### src/rtl/vga_sync_decoder.sv
// ============================================================================
// vga_sync_decoder
// ----------------------------------------------------------------------------
// Receiver end of the VGA sync interface. It watches the H/V sync pulses from
// the sync generator and recovers the column/row position, an active-video
// flag and a frame-start pulse. These are needed by downstream pixel
// pipelines that only get syncs alongside their data.
//
// The recovered counters free-run and are re-anchored on every sync edge. A
// small FSM watches the edge spacing. It declares lock only once both H and V
// edges land where the configured mode says they should. It pulses h_err or
// v_err when an edge is early, late or missing.
//
// The generator runs on the same clock. The inputs therefore pass through a
// single register used for edge detection, with no synchronizer.
//
// Ports:
//   CLK          in   1      pixel clock
//   RST          in   1      synchronous reset, active high
//   H_sync_in    in   1      horizontal sync from the generator
//   V_sync_in    in   1      vertical sync from the generator
//   col_count    out  COL_W  recovered column
//   row_count    out  ROW_W  recovered row
//   active_video out  1      visible pixel while locked
//   frame_start  out  1      one-cycle pulse at (0,0) while locked
//   locked       out  1      FSM is in LOCKED (registered)
//   h_err        out  1      one-cycle pulse on a misplaced/missing H edge
//   v_err        out  1      one-cycle pulse on a misplaced/missing V edge
// ============================================================================
module vga_sync_decoder #(
    parameter int TOTAL_COLS      = 800,
    parameter int TOTAL_ROWS      = 525,
    parameter int ACTIVE_COLS     = 640,
    parameter int ACTIVE_ROWS     = 480,
    parameter int H_FRONT_PORCH   = 16,
    parameter int V_FRONT_PORCH   = 10,
    parameter int V_EDGE_COL      = 0,
    parameter int LOCK_LINES      = 4,
    parameter int SYNC_ACTIVE_LOW = 1,
    parameter int COL_W           = 10,
    parameter int ROW_W           = 10
) (
    input  logic             CLK,
    input  logic             RST,
    input  logic             H_sync_in,
    input  logic             V_sync_in,
    output logic [COL_W-1:0] col_count,
    output logic [ROW_W-1:0] row_count,
    output logic             active_video,
    output logic             frame_start,
    output logic             locked,
    output logic             h_err,
    output logic             v_err
);

    // Wide enough to hold LOCK_LINES itself; the line counter saturates there.
    localparam int LINE_W = $clog2(LOCK_LINES + 2);

    localparam logic [COL_W-1:0]  COL_LAST   = COL_W'(TOTAL_COLS - 1);
    localparam logic [ROW_W-1:0]  ROW_LAST   = ROW_W'(TOTAL_ROWS - 1);
    localparam logic [COL_W-1:0]  H_START    = COL_W'(ACTIVE_COLS + H_FRONT_PORCH);
    localparam logic [ROW_W-1:0]  V_START    = ROW_W'(ACTIVE_ROWS + V_FRONT_PORCH);
    localparam logic [COL_W-1:0]  V_COL      = COL_W'(V_EDGE_COL);
    localparam logic [COL_W-1:0]  ACT_COLS   = COL_W'(ACTIVE_COLS);
    localparam logic [ROW_W-1:0]  ACT_ROWS   = ROW_W'(ACTIVE_ROWS);
    localparam logic [LINE_W-1:0] LOCK_COUNT = LINE_W'(LOCK_LINES);

    typedef enum logic [1:0] {
        SEARCH,
        H_TRACK,
        V_TRACK,
        LOCKED
    } state_t;

    state_t            state;
    state_t            state_nx;
    logic [LINE_W-1:0] line_cnt;
    logic [LINE_W-1:0] line_cnt_nx;

    logic              h_act;
    logic              v_act;
    logic              r_h;
    logic              r_v;
    logic              h_edge;
    logic              v_edge;

    logic              col_wrap;
    logic [COL_W-1:0]  col_nx;
    logic [ROW_W-1:0]  row_nx;
    logic [COL_W-1:0]  col_d;
    logic [ROW_W-1:0]  row_d;

    logic              h_exp;
    logic              v_exp;
    logic              h_mis;
    logic              v_mis;

    logic              h_err_nx;
    logic              v_err_nx;
    logic              locked_nx;
    logic              active_nx;
    logic              frame_nx;

    // Normalize the sync polarity so everything below treats "1" as asserted.
    // An edge is a deassert-to-assert transition. It is taken combinationally
    // from the live input against the previous sample.
    always_comb begin
        h_act  = (SYNC_ACTIVE_LOW != 0) ? ~H_sync_in : H_sync_in;
        v_act  = (SYNC_ACTIVE_LOW != 0) ? ~V_sync_in : V_sync_in;
        h_edge = h_act & ~r_h;
        v_edge = v_act & ~r_v;
    end

    // Free-running position and the value the counters will take this edge.
    // A sync edge reloads its counter to the point where the generator
    // asserts that sync. This happens in every state, so that the counters
    // converge even before lock.
    always_comb begin
        col_wrap = (col_count == COL_LAST);
        col_nx   = col_wrap ? '0 : col_count + 1'b1;
        if (col_wrap) begin
            row_nx = (row_count == ROW_LAST) ? '0 : row_count + 1'b1;
        end else begin
            row_nx = row_count;
        end
        col_d = h_edge ? H_START : col_nx;
        row_d = v_edge ? V_START : row_nx;
    end

    // Where an edge should land if the free-running position is right. An
    // edge without an expectation (early/late) and an expectation without an
    // edge (missing) both count as a mismatch.
    always_comb begin
        h_exp = (col_nx == H_START);
        v_exp = (col_nx == V_COL) && (row_nx == V_START);
        h_mis = h_edge ^ h_exp;
        v_mis = v_edge ^ v_exp;
    end

    // FSM state and line counter register.
    always_ff @(posedge CLK) begin
        if (RST) begin
            state    <= SEARCH;
            line_cnt <= '0;
        end else begin
            state    <= state_nx;
            line_cnt <= line_cnt_nx;
        end
    end

    // Next-state logic. H problems always win over V problems, because a bad
    // column makes the V expectation meaningless. A V failure drops back to
    // H_TRACK with the line count already satisfied. The next V edge is then
    // accepted immediately as the new anchor.
    always_comb begin
        state_nx    = state;
        line_cnt_nx = line_cnt;
        case (state)
            SEARCH: begin
                if (h_edge) begin
                    state_nx    = H_TRACK;
                    line_cnt_nx = '0;
                end
            end
            H_TRACK: begin
                if (h_mis) begin
                    state_nx = SEARCH;
                end else begin
                    if (h_edge && (line_cnt < LOCK_COUNT)) begin
                        line_cnt_nx = line_cnt + 1'b1;
                    end
                    if ((line_cnt >= LOCK_COUNT) && v_edge) begin
                        state_nx = V_TRACK;
                    end
                end
            end
            V_TRACK: begin
                if (h_mis) begin
                    state_nx = SEARCH;
                end else if (v_edge && v_exp) begin
                    state_nx = LOCKED;
                end else if (v_mis) begin
                    state_nx    = H_TRACK;
                    line_cnt_nx = LOCK_COUNT;
                end
            end
            LOCKED: begin
                if (h_mis) begin
                    state_nx = SEARCH;
                end else if (v_mis) begin
                    state_nx    = H_TRACK;
                    line_cnt_nx = LOCK_COUNT;
                end
            end
            default: begin
                state_nx    = SEARCH;
                line_cnt_nx = '0;
            end
        endcase
    end

    // Output decode. Each flag is computed against the counter values being
    // loaded on this edge, so after registration it lines up with the
    // counters it describes. Gating uses the current state. This keeps
    // active_video and frame_start consistent with the registered locked
    // output, which lags the state by one cycle.
    always_comb begin
        h_err_nx  = (state != SEARCH) && h_mis;
        v_err_nx  = ((state == V_TRACK) || (state == LOCKED)) && !h_mis && v_mis;
        locked_nx = (state == LOCKED);
        active_nx = locked_nx && (col_d < ACT_COLS) && (row_d < ACT_ROWS);
        frame_nx  = locked_nx && (col_d == '0) && (row_d == '0);
    end

    // Counters, edge-detect history and registered outputs. The history
    // resets to "asserted". A sync that is already held across reset release
    // is therefore ignored until it deasserts and asserts again.
    always_ff @(posedge CLK) begin
        if (RST) begin
            r_h          <= 1'b1;
            r_v          <= 1'b1;
            col_count    <= '0;
            row_count    <= '0;
            active_video <= 1'b0;
            frame_start  <= 1'b0;
            locked       <= 1'b0;
            h_err        <= 1'b0;
            v_err        <= 1'b0;
        end else begin
            r_h          <= h_act;
            r_v          <= v_act;
            col_count    <= col_d;
            row_count    <= row_d;
            active_video <= active_nx;
            frame_start  <= frame_nx;
            locked       <= locked_nx;
            h_err        <= h_err_nx;
            v_err        <= v_err_nx;
        end
    end

endmodule

### config.mk
export PLATFORM = sky130hd
export DESIGN_NAME = vga_sync_decoder
export DESIGN_NICKNAME = d
export VERILOG_FILES = /design/src/rtl/vga_sync_decoder.sv
export SDC_FILE = /design/constraint.sdc
export NUM_CORES = 1
export LEC_CHECK = 0
export CORE_MARGIN = 2
export CORE_UTILIZATION = 40
export DETAILED_ROUTE_END_ITERATION = 10
export DONT_BUFFER_PORTS = 1
export PLACE_DENSITY = 0.59
export SETUP_SLACK_MARGIN = 0.15
export SYNTH_ARGS = -nofsm -noshare
export SYNTH_HDL_FRONTEND = slang
export SYNTH_SLANG_ARGS = --single-unit
### constraint.sdc
create_clock -name CLK -period 3.8 [get_ports CLK]
set_input_delay 0.76 -clock CLK [delete_from_list [all_inputs] [get_ports CLK]]
set_output_delay 0.76 -clock CLK [all_outputs]
set_load 0.02 [all_outputs]
Word-level counts from Yosys, hierarchy flattened
Index checks and enable logic that the tools add are counted.
{"block": "classes", "addsub": 3, "mul": 0, "div_mod_pow": 0, "magnitude_cmp": 4, "eq_ne": 14, "shift": 0, "mux": 21, "n_bitwise": 8, "reduce_logical": 20}
{"operator": "$mux 10", "count": 5}
{"operator": "$eq 10x10->1 const B", "count": 3}
{"operator": "$logic_not 10->1", "count": 3}
{"operator": "$mux 3", "count": 7}
{"operator": "$add 10x1->10 const B", "count": 2}
{"operator": "$mux 2", "count": 7}
{"operator": "$ne 2x2->1 const B", "count": 6}
{"operator": "$pmux 3 s4", "count": 1}
{"operator": "$logic_and 1x1->1", "count": 11}
{"operator": "$eq 10x9->1 const B", "count": 1}
{"operator": "$lt 10x10->1 const B", "count": 1}
{"operator": "$lt 10x9->1 const B", "count": 1}
{"operator": "$pmux 2 s4", "count": 1}
{"operator": "$reduce_and 6->1", "count": 1}
{"operator": "$eq 2x2->1 const B", "count": 2}
{"operator": "$not 1->1", "count": 4}
{"operator": "$add 3x1->3 const B", "count": 1}
{"operator": "$ge 3x3->1 const B", "count": 1}
{"operator": "$lt 3x3->1 const B", "count": 1}
{"operator": "$ne 3x3->1 const B", "count": 1}
{"operator": "$and 1x1->1", "count": 2}
{"operator": "$eq 2x1->1 const B", "count": 1}
{"operator": "$logic_not 2->1", "count": 1}
{"operator": "$reduce_and 2->1", "count": 1}
{"operator": "other kinds (4)", "count": 5}
{"block": "totals", "register_bits": 32, "latch_bits": 0, "ram_bits": 0, "mem_bits_ro": 0, "in_bits": 4, "output_inout_bits": 25, "word_cells": 81, "memories": 0}

Logic depth before layout (Yosys ltp)
{"block": "logic_depth", "depth_word": 10, "depth_mapped": 15, "ltp_nobuf": 15}

Least setup slack after synthesis
No wires, ideal clock.
{"block": "synth_timing", "kind": "flip-flop to flip-flop", "start": "register col_count[0]", "end": "register line_cnt[1]", "setup_time_ps": 86, "t_arrival_ps": 3598, "required_ps": 3714, "setup_slack_ps": 117, "path_stages_with_launch": 14, "n_path_buf": 0, "synth_period_minus_slack_ps": 3683, "cell_sequence": "dfxtp_1 -> ha_1 -> nand4_1 -> nor3_2 -> nand4_1 -> xor2_1 -> or4_1 -> a2111oi_1 -> ha_1 -> inv_1 -> o21ai_0 -> nand2_1 -> mux2_2 -> a211oi_1"}
{"block": "synth_via", "elab_chain_cells": 9, "elab_cells_between_ends": 21, "cone_classes": "1 x add/sub; 7 x eq/ne; 7 x mux; 2 x bitwise; 4 x reduce/logical"}
{"item": "from (decl)", "line_no": "47", "text": "output logic [COL_W-1:0] col_count,"}
{"item": "from (signal assigned)", "line_no": "232", "text": "col_count <= col_d;"}
{"item": "$add 10x1->10 / $eq 10x10->1 (equally long branches)", "line_no": "120, 119"}
{"item": "$mux 10 (on tied branches)", "line_no": "120, 121"}
{"item": "$logic_not 10->1 / $eq 10x9->1 (equally long branches)", "line_no": "135", "text": "v_exp = (col_nx == V_COL) && (row_nx == V_START);"}
{"item": "$logic_and 1x1->1", "line_no": "135"}
{"item": "$xor 1x1->1", "line_no": "137", "text": "v_mis = v_edge ^ v_exp;"}
{"item": "$mux 3 (3 in a row)"}
{"item": "$pmux 3 s4"}
{"item": "to (signal assigned)", "line_no": "147", "text": "line_cnt <= line_cnt_nx;"}
{"item": "to (decl)", "line_no": "77", "text": "logic [LINE_W-1:0] line_cnt;"}
Several ways; a longest one is shown, not always the timed one. The select of a mux whose other input is x is not followed.
A chain may end at the register's enable or synchronous reset.

Worst setup path in the final report
Ends and elaborated chain as after synthesis.

==> metrics.md <==
| Metric | Value |
|---|---|
| Seq cells post-synth | 32 |
| Max Cap Viol | 0 |
| Fin cells | 299 |
| Rows | 24 |
| H-tree lvl count | 2 |
| Via-per-instance ratio | 5.853 |
| Seq/Total Area, Yosys | 0.3450 |
| Initial Utilization | 0.4206 |
| Cell area after synthesis | 1857 sq um |
| Io pins | 29 |
| Relative slew slack | 0.6647 |
| Vias in the first global route | 1574 |
| Ant diodes | 0 |
| NumNets Final | approximately 260 |
| Async set-or-reset flop fraction in the synthesized netlist | 0 |
| CP max stage delay | 0.55 ns |
| Final min period | 3.491 ns |
| RSZ-0062 raised after global routing | no |
| Global-route usage over all layers | 0.1917 |
| Tcrit/Tclk final | 0.9187 |
| Area growth from synthesis to layout | 20.55% |
| HP Class | flip-flop to flip-flop |
| Req. time, crit path | ~4.0 ns |
| Antenna violations before repair | 0 |
| PortBufs | 0 |
| Critical Path Source Type | flip-flop |
| Worst-case clock buffer depth | 2 |
| Drt drc | 0 |
| Total Power | 746.6 uW |
| Syn_nets | 231 |
| Placement Cell Area | 2062 sq um |
| Crit path max-delay cell type | or4_4 |
| Drt total wl | around 4800 microns |
| # setup viols final | 0 |
| F_max | around 0.29 GHz |
| Clock latency at the later pin of the worst-skew pair | 0.28 ns |
| TritonCTS Buffers | 5 |
| Detailed-placement wirelength estimate | 3433 microns |
| Worst Setup End Kind | flip-flop |
| CTS tree | done |
| Core Util, Final | 0.5071 |
| Critical Path Fanout Max | 5 |
| Worst setup path class | flip-flop to flip-flop |
| Die height | 72.13 microns |
| # clock sinks | 32 |
| Clock edge transition at the registers on the reported setup and hold paths | approximately 0.070 ns |
| Worst slew pin tran | 0.4991 ns |
| Max Slew Vio Count | 0 |
| EDFF count, synth | 0 |
| Die X | 72.13 microns |
| Layout cells sized above 1 | 0.2065 |
| Die Area | 5203 sq um |
| GPL Wtd Cong | 0.8495 |
| Avg Synthesized Cell Area | 8.364 sq um |
| DRT iter0 DRCs | 166 |
| Maximum VDD drop | 0.0001743 V |
| PwrDens | 333.6 nW/um^2 |
| Synth Warn # | 0 |
| Final Hold Viols | 0 |
| Worst Clk Skew | 0.006996 ns |
| Distinct cells, synth | 53 |
| Antenna viol nets, final | 0 |
| Crit path max-delay family | simple AND/OR/NAND/NOR gates |
| Core area | approximately 4400 sq um |
| Placed insts | 287 |
| Status | complete, no violations |
| Worst EP arrival | approximately 3.7 ns |
| # hold bufs at CTS | 0 |
| Sum Neg Setup Slack | 0 ns |
| Crit path cell chain | ha_1, nand4_1, buf_4, nor3_4, nand4_1, xor2_1, or4_4, a2111oi_4, ha_1, nor2b_1, o21ai_2, nand2_1, mux2_2, a211oi_1 |
| Final Instance Area | 2238 sq um |
| Worst Path Buf+Inv | 1 |
| Gate Count Post-Synth | 222 |
| Lkg Pwr | 0.8175 nW |
| Largest net degree at the start of global routing | 32 |
| Main synth FF type | dfxtp_1 |
| Wire per inst | 15.94 microns |
| Vias | 1750 |
| First-pass GRT wire length | 7693 microns |
| Initial DRT Pass Iterations | 4 |
| Root buf cell | clkbuf_8 |
| Total congestion overflow | 0 |
-- layout by cell type (no fill, tap or decap), types with 2 or more instances in the layout --
cell type	n
nor2b_1	5
o22ai_1	2
a31oi_1	3
or2_2	2
o21ai_0	10
inv_1	5
and3_1	4
ha_1	5
a21oi_1	16
buf_4	29
nor4_1	5
or3_1	2
nor2_1	14
a2111oi_4	2
nand2_1	13
dfxtp_1	32
nand4_1	7
nand3_1	9
nand4b_1	2
xor2_1	8
nand2b_1	6
nor3_1	11
xnor2_1	6
mux2_2	2
nor3b_1	2
or4_4	2
and2_1	4
clkbuf_8	5
mux2i_1	3
o21a_1	3
and4b_1	2
-- repair_timing --
item                                    in CTS  in global routing
endpoints found under the setup margin       1                  3
resized for setup                            1                  6
setup buffers                                0                  4
pin swaps                                    0                  2
-- sequential cells by signal (all words and copies together), names as in the netlist --
name,count
col_count,10
v_err,1
active_video,1
frame_start,1
r_v,1
locked,1
state,2
h_err,1
line_cnt,3
row_count,10
r_h,1
-- worst paths after layout --
kind | startpoint | endpoint | slack, ns | cells after the start
worst min register to register | line_cnt[0] | line_cnt[0] | 0.50 | 2
worst min-delay path | line_cnt[0] | line_cnt[0] | 0.50 | 2
worst max register to register | col_count[0] | line_cnt[1] | 0.31 | 14
worst max-delay path | col_count[0] | line_cnt[1] | 0.31 | 14
-- kinds of logic after synthesis --
group | count (synthesis) | share of synthesized area
muxes | 5 | 0.02830
DFF | 32 | 0.3450
adders and majority gates | 5 | 0.03369
xor gates and xnor gates | 14 | 0.06604
buffers and inverters | 18 | 0.03774
AOI/OAI and AO/OA | 49 | 0.1752
and+or+nand+nor | 99 | 0.3140
-- metal layers --
layer	up-vias	global-route usage	wire length (microns)
li1	868	-	-
met1	841	0.2742	2349
met2	39	0.2803	2214
met3	2	0.04028	171
met4	0	0.07757	30
met5	-	0	0
-- metrics by stage --
step	setup slack, ns	hold WS, ns
2_1_floorplan	0.1922	0.4699
3_3_place_gp	0.3105	0.4878
3_5_place_dp	0.2155	0.4898
4_1_cts	0.1588	0.5010
5_1_grt	0.1085	0.5281
6_report	0.3089	0.4972
-- power by group --
group | switching (mW) | internal, mW
sequential | 0.00797 | 0.345
combinational | 0.0433 | 0.0304
clock | 0.125 | 0.194
-- Yosys cell counts, drive strengths merged (4+ instances only) --
library cell | number | area [sq um]
dfxtp | 32 | 640.6
a21oi | 16 | 80.08
nor2 | 15 | 56.30
nand2 | 13 | 48.80
nor3 | 12 | 65.06
o21ai | 12 | 60.05
clkbuf | 10 | 37.54
nand3 | 10 | 55.05
xor2 | 8 | 70.07
nand4 | 7 | 43.79
nand2b | 6 | 37.54
xnor2 | 6 | 52.55
ha | 5 | 62.56
inv | 5 | 18.77
nor2b | 5 | 31.28
nor4 | 5 | 31.28
and2 | 4 | 25.02
and3 | 4 | 25.02
-- tightest hold or removal path, cell delays in order (launching register included) --
cell and delay, ns:
dfxtp_1 0.33, nand2b_1 0.07, mux2i_1 0.06
-- area by class of cell --
type | instances | area, sq um
Clock buffer | 6 | 72.57
Clock inverter | 2 | 35.03
Fill cell | 434 | 2176
Inverter | 6 | 22.52
Multi-Input combinational cell | 172 | 1185
Sequential cell | 32 | 640.6
Tap cell | 52 | 65.06
Timing Repair Buffer | 29 | 217.7
(Power assumes the default switching activity.)
